**src/rtl/addernet_row_feeder.sv**
```systemverilog
// AdderNet row feeder: loads one weight into a PE row, then streams a
// skewed X vector into it, with a flush cycle and a done pulse.
module addernet_row_feeder #(
    parameter int BIT_WIDTH_XW  = 8,
    parameter int SKEW          = 0,
    parameter int BIT_WIDTH_LEN = 8
) (
    input  logic                     clk,
    input  logic                     rst,
    input  logic                     i_Start,
    input  logic [BIT_WIDTH_LEN-1:0] i_Len,
    input  logic                     i_Wvalid,
    output logic                     o_Wready,
    input  logic [BIT_WIDTH_XW-1:0]  i_Wdata,
    input  logic                     i_Wneg,
    input  logic                     i_Xvalid,
    output logic                     o_Xready,
    input  logic [BIT_WIDTH_XW-1:0]  i_Xdata,
    output logic [BIT_WIDTH_XW-1:0]  o_X,
    output logic [BIT_WIDTH_XW-1:0]  o_W,
    output logic                     o_StoreW,
    output logic                     o_NegZeroW,
    output logic                     o_Busy,
    output logic                     o_Done
);

    typedef enum logic [2:0] {
        S_IDLE,
        S_LOADW,
        S_SKEW,
        S_STREAM,
        S_FLUSH,
        S_DONE
    } state_t;

    localparam logic [4:0] SKEW_INIT = 5'(SKEW);

    state_t                   state;
    state_t                   state_nxt;
    logic [BIT_WIDTH_LEN-1:0] len_q;
    logic [BIT_WIDTH_LEN-1:0] xcnt;
    logic [BIT_WIDTH_LEN-1:0] xcnt_inc;
    logic [4:0]               skew_cnt;
    logic                     w_xfer;
    logic                     x_xfer;
    logic                     x_last;
    logic                     len_zero;

    // Handshake readies and busy are pure decodes of the state register.
    assign o_Busy   = (state != S_IDLE);
    assign o_Wready = (state == S_LOADW);
    assign o_Xready = (state == S_STREAM);

    assign w_xfer   = o_Wready & i_Wvalid;
    assign x_xfer   = o_Xready & i_Xvalid;
    // xcnt < len_q whenever streaming, so the increment cannot overflow.
    assign xcnt_inc = xcnt + 1'b1;
    assign x_last   = (xcnt_inc == len_q);
    assign len_zero = (len_q == '0);

    // Next-state decode for the job sequence.
    always_comb begin
        state_nxt = state;
        unique case (state)
            S_IDLE: begin
                if (i_Start) begin
                    state_nxt = S_LOADW;
                end
            end
            S_LOADW: begin
                if (w_xfer) begin
                    if (SKEW != 0) begin
                        state_nxt = S_SKEW;
                    end else if (!len_zero) begin
                        state_nxt = S_STREAM;
                    end else begin
                        state_nxt = S_FLUSH;
                    end
                end
            end
            S_SKEW: begin
                if (skew_cnt <= 5'd1) begin
                    state_nxt = len_zero ? S_FLUSH : S_STREAM;
                end
            end
            S_STREAM: begin
                if (x_xfer && x_last) begin
                    state_nxt = S_FLUSH;
                end
            end
            S_FLUSH: begin
                state_nxt = S_DONE;
            end
            S_DONE: begin
                state_nxt = S_IDLE;
            end
            default: begin
                state_nxt = S_IDLE;
            end
        endcase
    end

    // State register.
    always_ff @(posedge clk or posedge rst) begin
        if (rst) begin
            state <= S_IDLE;
        end else begin
            state <= state_nxt;
        end
    end

    // Job length latch, X transfer counter and skew down-counter.
    always_ff @(posedge clk or posedge rst) begin
        if (rst) begin
            len_q    <= '0;
            xcnt     <= '0;
            skew_cnt <= '0;
        end else begin
            if (state == S_IDLE && i_Start) begin
                len_q <= i_Len;
                xcnt  <= '0;
            end
            if (w_xfer) begin
                skew_cnt <= SKEW_INIT;
            end else if (state == S_SKEW) begin
                skew_cnt <= skew_cnt - 5'd1;
            end
            if (x_xfer) begin
                xcnt <= xcnt_inc;
            end
        end
    end

    // Registered drive to the PE row; weight and bypass hold between jobs.
    always_ff @(posedge clk or posedge rst) begin
        if (rst) begin
            o_X        <= '0;
            o_W        <= '0;
            o_StoreW   <= 1'b0;
            o_NegZeroW <= 1'b0;
            o_Done     <= 1'b0;
        end else begin
            o_X      <= x_xfer ? i_Xdata : '0;
            o_StoreW <= w_xfer;
            o_Done   <= (state == S_FLUSH);
            if (w_xfer) begin
                o_W        <= i_Wdata;
                o_NegZeroW <= i_Wneg;
            end
        end
    end

endmodule

```
**config.mk**
```make
export PLATFORM = sky130hd
export DESIGN_NAME = addernet_row_feeder
export DESIGN_NICKNAME = d
export VERILOG_FILES = /design/src/rtl/addernet_row_feeder.sv
export SDC_FILE = /design/constraint.sdc
export NUM_CORES = 1
export LEC_CHECK = 0
export CORE_ASPECT_RATIO = 0.9
export CORE_UTILIZATION = 44
export CTS_CLUSTER_SIZE = 8
export DETAILED_ROUTE_END_ITERATION = 10
export GPL_ROUTABILITY_DRIVEN = 0
export GPL_TIMING_DRIVEN = 0
export PLACE_DENSITY = 0.75
export SLEW_MARGIN = 40
export SYNTH_ARGS = -nofsm -noshare
export SYNTH_HDL_FRONTEND = slang
export SYNTH_SLANG_ARGS = --single-unit
export TNS_END_PERCENT = 100
```
**constraint.sdc**
```tcl
create_clock -name clk -period 1.7 [get_ports clk]
set_clock_uncertainty 0.05 [all_clocks]
set_input_delay 0.34 -clock clk [delete_from_list [all_inputs] [get_ports clk]]
set_output_delay 0.34 -clock clk [all_outputs]
set_load 0.01 [all_outputs]
```
==> summary.txt <==
Floorplan
  • Total Die Area: 5080 um2
  • Initial core utilization: 46.7%
  • FP Rows: 23
  • Io pins: 52
  • Die Height: 67.7 um
  • Core Region: 4520 um2
  • Die Span X: 75.0 um

Global route
  • Antenna violations before repair: 0
  • First-pass GRT wire length: 7520 um
  • GR Util All Layers: 20.1%
  • Largest net degree at the start of global routing: 44
  • Vias in the first global route: 1634
  • GRT overflow: 0

Placed design
  • Placement Setup Slack: -0.489 ns
  • Dpl hpwl: 3170 um
  • Number of port buffers: 50
  • Cell total after placement: 307

Route
  • DR vias: 1700
  • Detail Route Antenna Nets: 0
  • Iter 0 DRT Violations: 75
  • WL/cell: 13.9 um
  • Routed wire length: 4560 um
  • Pre-Repair DR Iteration Count: 4
  • Vias/cell: 5.18
  • Remaining DRCs: 0

Synthesis
  • Post-synth EDFFs: 0
  • Post-synth top flop: dfrtp_1
  • Share of the synthesized area in the top cell type: 51.0%
  • Ys async rst share: 100%
  • Synth Register Bits: 43
  • Synth Net Count: 228
  • Syn_area_per_cell: 10.8 um2
  • Distinct cells, synth: 44
  • Synth area leaders: dfrtp_1, mux2_2, o21ai_0
  • Synth warn: 0
  • Top cell type by total area after synthesis: dfrtp_1
  • Cell count after synthesis: 195
  • Seq/Total Area, Yosys: 51.0%
  • Synthesized area: 2110 um2

Clock tree
  • CTS H-Tree Depth: 2
  • Reg clk slew, reported paths: 0.08 ns
  • # clock sinks: 43
  • Cell at the root of the clock tree: clkbuf_8
  • CTS buffer count: 5
  • CTS Buffer Depth: 2
  • CTS tree: built
  • Latest clock arrival within the worst-skew pair: 0.29 ns

STA
  • Worst-margin pin slew: 0.522 ns
  • Fin. Hold Viols: 0
  • RSZ-0062 raised after global routing: true
  • Slew headroom: 65.2%
  • Final Max Slew Viols: 0
  • Hold_ws: 0.375 ns
  • Max Freq: 586 MHz
  • Final worst slack: -0.00780 ns
  • Final Critical Period: 1.71 ns
  • Setup TNS: -0.0141 ns
  • Setup violators final: 2
  • Fin crit share: 100%

Setup path
  • Crit end category: flip-flop
  • CP Buf/Inv Count: 2
  • WP data arrival: 1.89 ns
  • WP depth: 7
  • Largest delay share family, worst path: compound AO/OA/AOI/OAI gates
  • Crit-path slowest cell: dfrtp_2
  • Critical path type: reg -> reg
  • CP max FO: 6
  • Worst Path Required: 1.88 ns
  • Worst Reg-to-Reg Cells: 7
  • Critical Path, Cell by Cell: buf_4 -> and4_1 -> buf_6 -> and2_4 -> a211o_1 -> a41o_1 -> nand3_1
  • CP max stage delay: 0.45 ns
  • Startpoint types: flip-flop

Cells and area
  • Number of diodes: 0
  • Final nets: 298
  • Area Overhead vs Synth: 42.9%
  • Share of layout cells above drive strength 1: 25.2%
  • Commonest cells after routing, fill and taps aside: clkdlybuf4s50_1, dfrtp_1, mux2_2
  • Final cell count without fillers: 328
  • Commonest non-fill, non-tap cell in the layout: clkdlybuf4s50_1
  • Fillers: 352

Flow run
  • Maxcap violations: 0

Pwr
  • Seq pwr share: 37.2%
  • Maximum vdd drop: 0.000852 V
  • Combinational share of power: 48.4%
  • NetSw: 1.47 mW
  • Pwr Total: 4.26 mW
  • Sw Ratio: 34.5%
  • Clock power share: 14.4%
  • Internal power: 2.79 mW
  • Lkg Pwr: 1.30 nW
  • Power Dens Cells: 1410 nW/um2

Worst hold path
  • Hold path cells: 2
  • Hold Crit Class: in -> reg

Status
  • Failing checks: setup timing
  • Outcome: complete, but fails checks
cell families after synthesis:
logic type | count (synthesis) | synth area share, %
xor+xnor | 15 | 7.23
compound gates | 38 | 11.4
buf+inv | 16 | 3.20
fa+ha+maj | 3 | 1.78
mux | 17 | 9.07
simple gates | 63 | 16.3
flops | 43 | 51.0
synth_stat cells, drive strengths merged (2+ instances only):
library cell  count
a31oi             2
or3               2
dfrtp            43
nand3             6
nor2             12
mux2             17
xor2              5
and3             10
nand2b            2
or4               2
o31ai             4
nor2b             2
nor3b             2
nor3              6
a21oi             5
buf               4
inv               9
nand2            13
o21ai            15
clkbuf            3
ha                3
o21bai            2
xnor2             9
and2              2
per-stage QoR:
stage               instance area, um2  utilization [%]
floorplan                         2120                -
global placement                  2700             59.8
detailed placement                2700             59.8
CTS                               2950             65.2
global route                      3020             66.8
finish                            3020             66.8
worst paths after layout:
| check | start | endpoint | slack, ns |
|---|---|---|---|
| hold reg to reg | o_W[7] | o_W[7] | 0.46 |
| hold / removal | i_Xvalid | o_X[4] | 0.37 |
| max in group asynchronous | rst | xcnt[3] | 0.83 |
| setup / recovery | xcnt[0] | state[1] | -0.008 |
| min in group asynchronous | rst | o_W[6] | 0.39 |
| setup reg to reg | xcnt[0] | state[1] | -0.008 |
cell type report:
class	instances	area, um2	share of cell area (%)
timing repair buffer	63	609	20.2
sequential	43	1080	35.8
buffer	7	73.8	2.45
multi-input combinational	136	1060	35.0
tap	62	77.6	2.57
clock buffer	7	76.3	2.53
inverter	9	36.3	1.20
clock inverter	1	5.00	0.166
flip-flops by register name (all words and copies together), names as in the netlist:
signal,cells
skew_cnt,5
o_Done,1
state,3
o_NegZeroW,1
o_W,8
xcnt,8
o_X,8
len_q,8
o_StoreW,1
metal layers:
layer | global-route usage [%] | part of all wire (%) | vias up
met1 | 28.5 | 48 | 808
li1 | - | - | 825
met5 | 0 | 0 | -
met4 | 7.08 | 1.1 | 0
met3 | 3.88 | 5.2 | 5
met2 | 30.5 | 45 | 62
what timing repair did:
action | in CTS | in global routing
hold buffers | 0 | 0
endpoints found under the hold margin | 0 | 0
pin swaps | 8 | 3
gates cloned | 0 | 0
setup buffers | 10 | 3
resized for setup | 37 | 12
endpoints found under the setup margin | 19 | 9
power by group through the flow:
stage	logic (mW)	clock network, mW	registers [mW]
6_report	2.06	0.615	1.59
5_1_grt	2.26	0.664	1.63
4_1_cts	1.91	0.629	1.58
3_5_place_dp	1.67	0	1.58
3_3_place_gp	1.63	0	1.56
2_1_floorplan	0.963	0	1.61
worst reg2reg max path, stage by stage (launching register included):
cell and delay, ns:
dfrtp_2 0.45, buf_4 0.15, and4_1 0.15, buf_6 0.13, and2_4 0.16, a211o_1 0.26
a41o_1 0.22, nand3_1 0.07
Power figures use the tool's default switching activity.
